--- src/rtl/jtdsp16_sio_seq_pkg.sv ---
// Shared definitions for the DSP16 serial output sequencer.
// Holds default parameter values, the register map, the FSM state
// encodings and the register read-back mux.
package jtdsp16_sio_seq_pkg;

    localparam int          DEF_CLKDIV  = 12;
    localparam int          DEF_WORD    = 16;
    localparam logic [15:0] DEF_SIOC_OK = 16'h02E8;

    // Register map on the CPU side
    localparam logic [1:0] ADDR_SDX  = 2'd0;
    localparam logic [1:0] ADDR_SIOC = 2'd1;
    localparam logic [1:0] ADDR_SRTA = 2'd2;

    // Sequencer states
    localparam logic [1:0] ST_IDLE  = 2'd0;
    localparam logic [1:0] ST_LOAD  = 2'd1;
    localparam logic [1:0] ST_SHIFT = 2'd2;

    // SDX is write-only and reads as zero, as does the reserved slot.
    function automatic logic [15:0] sio_rd_mux(
        input logic [1:0]  addr,
        input logic [9:0]  sioc,
        input logic [15:0] srta
    );
        logic [15:0] val;
        val = 16'h0000;
        case (addr)
            ADDR_SIOC: val = {6'b0, sioc};
            ADDR_SRTA: val = srta;
            default:   val = 16'h0000;
        endcase
        return val;
    endfunction

endpackage

--- src/rtl/jtdsp16_sio_seq_clkgen.sv ---
// Serial bit clock generator.
// Free-running divider counting 0..CLKDIV-1. The output clock is low for
// the first half of the period and high for the second half; bit_tick marks
// the last clk of each period, which is when the sequencer updates, so data
// changes half a period away from the ock rising edge.
// Ports:
//   clk      in  system clock
//   rst      in  synchronous active-high reset
//   ock      out serial output clock (registered)
//   bit_tick out one-clk strobe on the last clk of each bit period
module jtdsp16_sio_seq_clkgen #(
    parameter int CLKDIV = 12
) (
    input  logic clk,
    input  logic rst,
    output logic ock,
    output logic bit_tick
);

    localparam int CW = $clog2(CLKDIV);

    logic [CW-1:0] cnt;
    logic [CW-1:0] cnt_nxt;

    assign bit_tick = (cnt == CW'(CLKDIV - 1));

    always_comb begin
        cnt_nxt = bit_tick ? '0 : cnt + 1'b1;
    end

    // ock is registered from the next count so it matches cnt>=CLKDIV/2
    // exactly while staying glitch-free on the pin.
    always_ff @(posedge clk) begin
        if (rst) begin
            cnt <= '0;
            ock <= 1'b0;
        end else begin
            cnt <= cnt_nxt;
            ock <= (cnt_nxt >= CW'(CLKDIV / 2));
        end
    end

endmodule

--- src/rtl/jtdsp16_sio_seq.sv ---
// DSP16 serial output sequencer (Q-Sound usage).
// Owns the SDX output buffer, the shift register and the bit clock. CPU
// words written to SDX are framed with OLD and shifted out MSB first.
//
//   state    | meaning
//   ST_IDLE  | shifter empty, waiting for a pending word at a bit tick
//   ST_LOAD  | one bit period with old=1; closing tick moves obuf to shifter
//   ST_SHIFT | WORD bits shifted out, one per bit period
//
// Ports:
//   clk, rst            system clock, synchronous active-high reset
//   cpu_dout, cpu_addr  CPU write data / register select (SDX, SIOC, SRTA)
//   sio_we, sio_rd      one-clk write / read strobes
//   sio_dout            registered read data, valid the clk after sio_rd
//   irq_en              output-empty interrupt enable
//   ock, sio_do, old    serial clock, data and load framing
//   ose, obe            shift register empty / output buffer empty
//   ovr, cfg_err        sticky overrun / unsupported SIOC flags
//   ext_irq             one-clk pulse when obe rises and irq_en=1
// WORD must not exceed 16.
module jtdsp16_sio_seq
    import jtdsp16_sio_seq_pkg::*;
#(
    parameter int          CLKDIV  = DEF_CLKDIV,
    parameter int          WORD    = DEF_WORD,
    parameter logic [15:0] SIOC_OK = DEF_SIOC_OK
) (
    input  logic        clk,
    input  logic        rst,
    input  logic [15:0] cpu_dout,
    input  logic [1:0]  cpu_addr,
    input  logic        sio_we,
    input  logic        sio_rd,
    output logic [15:0] sio_dout,
    input  logic        irq_en,
    output logic        ock,
    output logic        sio_do,
    output logic        old,
    output logic        ose,
    output logic        obe,
    output logic        ovr,
    output logic        cfg_err,
    output logic        ext_irq
);

    localparam int BW = $clog2(WORD);

    logic            bit_tick;
    logic [1:0]      state;
    logic [WORD-1:0] obuf;
    logic [WORD-1:0] shreg;
    logic [BW-1:0]   bitcnt;
    logic [9:0]      sioc;
    logic [15:0]     srta;
    logic            sdx_wr;
    logic            xfer;

    jtdsp16_sio_seq_clkgen #(
        .CLKDIV (CLKDIV)
    ) u_clkgen (
        .clk      (clk),
        .rst      (rst),
        .ock      (ock),
        .bit_tick (bit_tick)
    );

    assign sdx_wr = sio_we && (cpu_addr == ADDR_SDX);
    assign xfer   = bit_tick && (state == ST_LOAD);

    assign old    = (state == ST_LOAD);
    assign sio_do = (state == ST_SHIFT) ? shreg[WORD-1] : 1'b0;

    always_ff @(posedge clk) begin
        if (rst) begin
            state    <= ST_IDLE;
            obuf     <= '0;
            shreg    <= '0;
            bitcnt   <= '0;
            obe      <= 1'b1;
            ose      <= 1'b1;
            ovr      <= 1'b0;
            cfg_err  <= 1'b0;
            ext_irq  <= 1'b0;
            sioc     <= SIOC_OK[9:0];
            srta     <= 16'h0000;
            sio_dout <= 16'h0000;
        end else begin
            ext_irq <= 1'b0;

            if (sio_we) begin
                case (cpu_addr)
                    ADDR_SDX: begin
                        obuf <= cpu_dout[WORD-1:0];
                        // A write landing on the transfer tick refills the
                        // buffer the shifter is emptying; not an overrun.
                        if (!obe && !xfer) ovr <= 1'b1;
                    end
                    ADDR_SIOC: begin
                        sioc <= cpu_dout[9:0];
                        if (cpu_dout != SIOC_OK) cfg_err <= 1'b1;
                    end
                    ADDR_SRTA: srta <= cpu_dout;
                    default: ;
                endcase
            end

            // A write in the transfer clk keeps obe low, so no irq edge.
            if (sdx_wr) begin
                obe <= 1'b0;
            end else if (xfer) begin
                obe     <= 1'b1;
                ext_irq <= irq_en;
            end

            if (sio_rd) sio_dout <= sio_rd_mux(cpu_addr, sioc, srta);

            if (bit_tick) begin
                case (state)
                    ST_IDLE: begin
                        if (!obe) state <= ST_LOAD;
                    end
                    ST_LOAD: begin
                        shreg  <= obuf;
                        bitcnt <= '0;
                        ose    <= 1'b0;
                        state  <= ST_SHIFT;
                    end
                    ST_SHIFT: begin
                        shreg  <= shreg << 1;
                        bitcnt <= bitcnt + 1'b1;
                        if (bitcnt == BW'(WORD - 1)) begin
                            if (!obe) begin
                                state <= ST_LOAD;
                            end else begin
                                state <= ST_IDLE;
                                ose   <= 1'b1;
                            end
                        end
                    end
                    default: begin
                        state <= ST_IDLE;
                        ose   <= 1'b1;
                    end
                endcase
            end
        end
    end

endmodule

--- config.mk ---
export PLATFORM = sky130hd
export DESIGN_NAME = jtdsp16_sio_seq
export DESIGN_NICKNAME = d
export VERILOG_FILES = /design/src/rtl/jtdsp16_sio_seq_pkg.sv /design/src/rtl/jtdsp16_sio_seq_clkgen.sv /design/src/rtl/jtdsp16_sio_seq.sv
export SDC_FILE = /design/constraint.sdc
export NUM_CORES = 1
export LEC_CHECK = 0
export ABC_AREA = 1
export CAP_MARGIN = 20
export CORE_ASPECT_RATIO = 1.4
export CORE_MARGIN = 2
export CORE_UTILIZATION = 55
export DETAILED_ROUTE_END_ITERATION = 7
export GPL_TIMING_DRIVEN = 0
export HOLD_SLACK_MARGIN = 0.12
export PLACE_DENSITY = 0.85
export SLEW_MARGIN = 25
export SYNTH_ARGS = -nofsm -noshare
export SYNTH_HDL_FRONTEND = slang
export SYNTH_SLANG_ARGS = --single-unit
--- constraint.sdc ---
create_clock -name clk -period 2.07 [get_ports clk]
set_clock_uncertainty 0.15 [all_clocks]
set_input_delay 0.3105 -clock clk [delete_from_list [all_inputs] [get_ports clk]]
set_output_delay 0.3105 -clock clk [all_outputs]
set_load 0.02 [all_outputs]
* Word level (Yosys, flattened, before mapping)
Index checks and enable logic that the tools add are counted.
** Word-level totals
- Register bits after elaboration :: 90
- Input port bits :: 23
- Output and inout bits :: 24
- Word-level logic and storage cells :: 61
** Operators by class
- Add/subtract/negate cells :: 2
- Order comparisons :: 1
- Equality and inequality tests :: 10
- Mux-type cells :: 14
- Bitwise logic cells :: 2
- Reduce and logical (&&, ||, !) cells :: 18
** Operators by type and width (count)
- 16-bit case mux with 2 select lines :: 2
- 16-bit by 10-bit inequality test with 1-bit output, second input constant :: 1
- 3-bit AND reduction :: 3
- 4-bit by 1-bit adder with 4-bit output, second input constant :: 2
- 4-bit equality test, second input constant :: 2
- 4-bit case mux with 2 select lines :: 1
- 2-bit AND reduction :: 4
- 1-bit two-way mux :: 6
- 2-bit case mux with 3 select lines :: 1
- 2-bit by 1-bit equality test with 1-bit output, second input constant :: 2
- 2-bit equality test, second input constant :: 2
- 4-bit by 3-bit >= comparator with 1-bit output, second input constant :: 1
- 2-bit zero test :: 2
- 2-bit two-way mux :: 2
- 4-bit two-way mux :: 1
- 2-bit inequality test, second input constant :: 2
- 4-bit AND reduction :: 1
- 2-bit nonzero test :: 2
- 1-bit logical AND :: 3
- 1-bit case mux with 3 select lines :: 1
- 3-bit OR reduction :: 1
- 1-bit zero test :: 2
- 2-bit by 1-bit inequality test with 1-bit output, second input constant :: 1
- 1-bit inverter :: 2

* Depth between registers and ports, before layout
- Word-level depth :: 5
- Gate-level depth with buffers :: 9
- Gate-level depth less buffers :: 9

* Hierarchy
From an unflattened synthesis, not the netlist that was laid out.
** Unflattened totals
- Cells, all modules :: 491
- Area, all modules :: 3773.6 um2
** Modules (own cells, without submodules)
- jtdsp16_sio_seq :: times used 1, cells each 459, area each 3520.9 um2, sequential area each 1701.6 um2
- jtdsp16_sio_seq_clkgen :: times used 1, cells each 32, area each 252.7 um2, sequential area each 100.1 um2

* Worst setup path before layout
No wires, ideal clock.
- Kind :: register to output
- Start :: register state[0]
- End :: output port sio_do
- Arrival :: 1.129 ns
- Data required time :: 1.610 ns
- Setup slack :: 0.480 ns
- Stages on the path, launching flop included :: 7
- Buffers on the path :: 2
- Cells stage by stage :: dfxtp_1 inv_1 ha_1 buf_2 clkbuf_1 nand2_1 inv_1
** Between the ends
- Word-level cells in the longest chain between the ends :: 2
** Ends and longest elaborated chain
- from (decl) :: line jtdsp16_sio_seq.sv:49 : logic [1:0] state;
- from (signal assigned) :: line jtdsp16_sio_seq.sv:75 : state <= ST_IDLE;
- from (signal assigned) :: line jtdsp16_sio_seq.sv:120 : if (!obe) state <= ST_LOAD;
- from (signal assigned) :: line jtdsp16_sio_seq.sv:126 : state <= ST_SHIFT;
- 2-bit equality test :: line jtdsp16_sio_seq.sv:71 : assign sio_do = (state == ST_SHIFT) ? shreg[WORD-1] : 1'b0;
- 1-bit two-way mux :: line jtdsp16_sio_seq.sv:71
- to (decl) :: line jtdsp16_sio_seq.sv:37 : output logic sio_do,
Every way passes these cells.

* Worst setup path after layout
Same ends and word-level chain as after synthesis.

==> results.py <==
metrics = {
    "run_status": {
        "outcome": "finished clean",
    },
    "worst_setup_path": {
        "start_kind": "flop",
        "max_stage_delay_ns": 0.37,
        "worst-path-buf-inv": 4,
        "critPathKind": "flop to output pin",
        "cp_top_family": "buffers and inverters",
        "cp_cell_sequence": "inv_1, ha_1, buf_4, nand2_1, inv_1, clkbuf_2",
        "cp_common_cell": "inv_1",
        "crit_fanout": 17,
        "critPathArrivalTime_ns": 1.44,
        "cp_slowest_cell": "dfxtp_2",
        "critPathCaptureType": "output pin",
        "cp_data_required_time_ns": 1.61,
    },
    "timing": {
        "post-route-period-util_pct": 91.6,
        "timing.final.max_slew_violations": 0,
        "holdWs_ns": 0.308,
        "period_minus_slack_ns": 1.90,
        "relSlewSlack_pct": 61.3,
        "setup_ws_ns": 0.173,
        "tightest_slew_ns": 0.581,
        "setup_viol": 0,
        "grt_setup_unrepaired": "false",
        "fmax_mhz": 527,
        "hold_violations": 0,
    },
    "routing": {
        "drt_wl_total_mm": 8.65,
        "vias": 3384,
        "post_drt_wl_per_cell_microns": 13.7,
        "postRouteAntennaNets": 0,
        "dr.pass1.iters": 5,
        "drt-vias-per-instance": 5.36,
        "drc_errors": 0,
        "drtIter0Drc": 274,
    },
    "synthesis": {
        "avgSynthCellArea_sq_um": 7.47,
        "ys_seq_area_share_pct": 48.6,
        "synth-adder-area-share_pct": 3.72,
        "synthDistinctLibCells": 22,
        "yosysTopAreaCell": "dfxtp_1",
        "synth_compound_area_share_pct": 18.5,
        "syn_inst": 496,
        "synthTopCellsByArea": "dfxtp_1, o21ai_0, nand2_1, nor2_1, a21oi_1",
        "muxShareOfSynthArea_pct": 0,
        "synth_top_family_by_area": "simple AND/OR/NAND/NOR gates",
        "synthSimpleGateAreaFrac_pct": 20.3,
        "syn_nets": 530,
        "ys_seq_elements": 90,
        "ys_warn_count": 0,
        "synth_xor_area_share_pct": 0,
        "syn_area_sq_um": 3700,
        "synth_top_area_share_pct": 48.6,
    },
    "global_route": {
        "grt_first_pass_wirelength_mm": 14.4,
        "grt_pass1_vias": 3213,
        "grt_start_max_net_pins": 18,
        "grt-ovfl-total": 0,
        "grt_usage_pct": 25.2,
        "antenna_found_initial": 0,
    },
    "power": {
        "p_leak_uw": 0.00184,
        "p_clk_share_pct": 36.7,
        "p_sw_uw": 854,
        "pwr-share-seq_pct": 54.4,
        "pwr-share-comb_pct": 8.8,
        "power_density_nw_per_um2": 747,
        "swShare_pct": 25.7,
        "internal_power_uw": 2470,
        "vdd_drop_max_mv": 0.434,
        "total_power_uw": 3330,
    },
    "floorplanning": {
        "ios": 47,
        "coreArea_sq_um": 6570,
        "die_area_sq_um": 7420,
        "die_y_microns": 101,
        "die_w_microns": 73.4,
        "rows": 35,
        "start_util_pct": 56.4,
    },
    "layout": {
        "final_cell_area_sq_um": 4450,
        "layout_commonest_cell": "dfxtp_1",
        "final_cell_mix": "dfxtp_1, nand2_1, nor2_1",
        "finalNetCount": 586,
        "final_layout_size_suffix_gt1_share_pct": 7.18,
        "area_growth_pct": 20.2,
        "fin_util_pct": 67.8,
        "antenna_cells": 0,
    },
    "clock_network": {
        "cts-root-buf": "clkbuf_8",
        "cts_made_buffers": 9,
        "cts.sinks": 90,
        "clockBufferDepth": 2,
        "insertion_delay_ns": 0.37,
        "cts_tree": "yes",
        "htree_levels": 3,
        "cts.clk_slew.worst_paths_ns": 0.09,
    },
    "placed_design": {
        "globalplace.congestion": 0.865,
        "dp_hpwl_mm": 6.46,
        "pre_cts_ws_ns": -0.211,
        "portBuffers": 44,
        "placed_cell_area_sq_um": 4240,
    },
    "job": {
        "drv_cap": 0,
    },
    "hold_path": {
        "hp-class": "flop to flop",
    },
}
logic make-up after synthesis:
group	count (synthesis)
AOI/OAI and AO/OA	131
adders and majority gates	11
buffers and inverters	74
DFF	90
and+or+nand+nor	190
worst register-to-register path, delay by kind of cell, from the launching register on:
kind,cells,cell delay [ns]
flops,1,0.37
simple gates,3,0.30
compound gates,1,0.11
buf+inv,3,0.46
fa+ha+maj,1,0.19
sequential cells by signal, summed over array words and instances, names as in the netlist, 2 cells and up:
| register | count |
|---|---|
| srta | 16 |
| shreg | 16 |
| sio_dout | 16 |
| bitcnt | 4 |
| obuf | 16 |
| u_clkgen.cnt | 4 |
| sioc | 10 |
| state | 2 |
path summary, 6_finish.rpt:
path	start	endpoint	slack (ns)	cells after the start
setup / recovery	state[0]	sio_do	0.17	6
hold / removal	obuf[7]	obuf[7]	0.31	2
setup reg to reg	state[0]	shreg[15]	0.39	8
hold reg to reg	obuf[7]	obuf[7]	0.31	2
power by group through the flow:
| stage | logic [uW] | registers (uW) | clock network (uW) |
|---|---|---|---|
| 2_1_floorplan | 161 | 1860 | 0 |
| 3_3_place_gp | 280 | 1850 | 0 |
| 3_5_place_dp | 286 | 1850 | 0 |
| 4_1_cts | 291 | 1810 | 1230 |
| 5_1_grt | 328 | 1820 | 1290 |
| 6_report | 294 | 1810 | 1220 |
per-stage QoR:
stage,std cells,TNS [ns]
2_1_floorplan,496,0
3_3_place_gp,614,-0.253
3_5_place_dp,614,-0.759
4_1_cts,631,0
5_1_grt,631,0
6_report,631,0
layer usage:
metal,global-route usage [%],vias up,routed length [microns]
met5,0,-,0
met4,13.1,0,338
met3,5.50,27,438
met2,46.1,114,4540
met1,26.1,1535,3330
li1,-,1708,-
Yosys cell counts:
master,n
o211ai_1,4
ha_1,11
nor2_1,83
buf_2,10
nand3_2,1
clkinv_1,1
inv_1,43
clkbuf_2,2
nand2_1,86
clkbuf_1,10
inv_8,1
nand3_1,19
nor2_4,1
o21ai_0,69
o21ai_1,5
buf_6,2
a22o_1,5
inv_2,2
dfxtp_1,90
o21a_1,1
a21oi_1,47
buf_4,3
cell type report:
class                      count  area, sq um
fill                         552         2120
sequential                    90         1800
multi-input combinational    332         1580
timing repair buffer          46          454
inverter                      47          184
buffer                        26          141
clock buffer                   9          124
tap                           74         92.6
clock inverter                 7         77.6
what timing repair did:
item                                   CTS  global route
endpoints found under the hold margin    7             0
setup endpoints to repair                2             1
gates resized for setup                  5             1
buffers inserted                         0             0
hold buffers                             2             0
(Power assumes the default switching activity.)
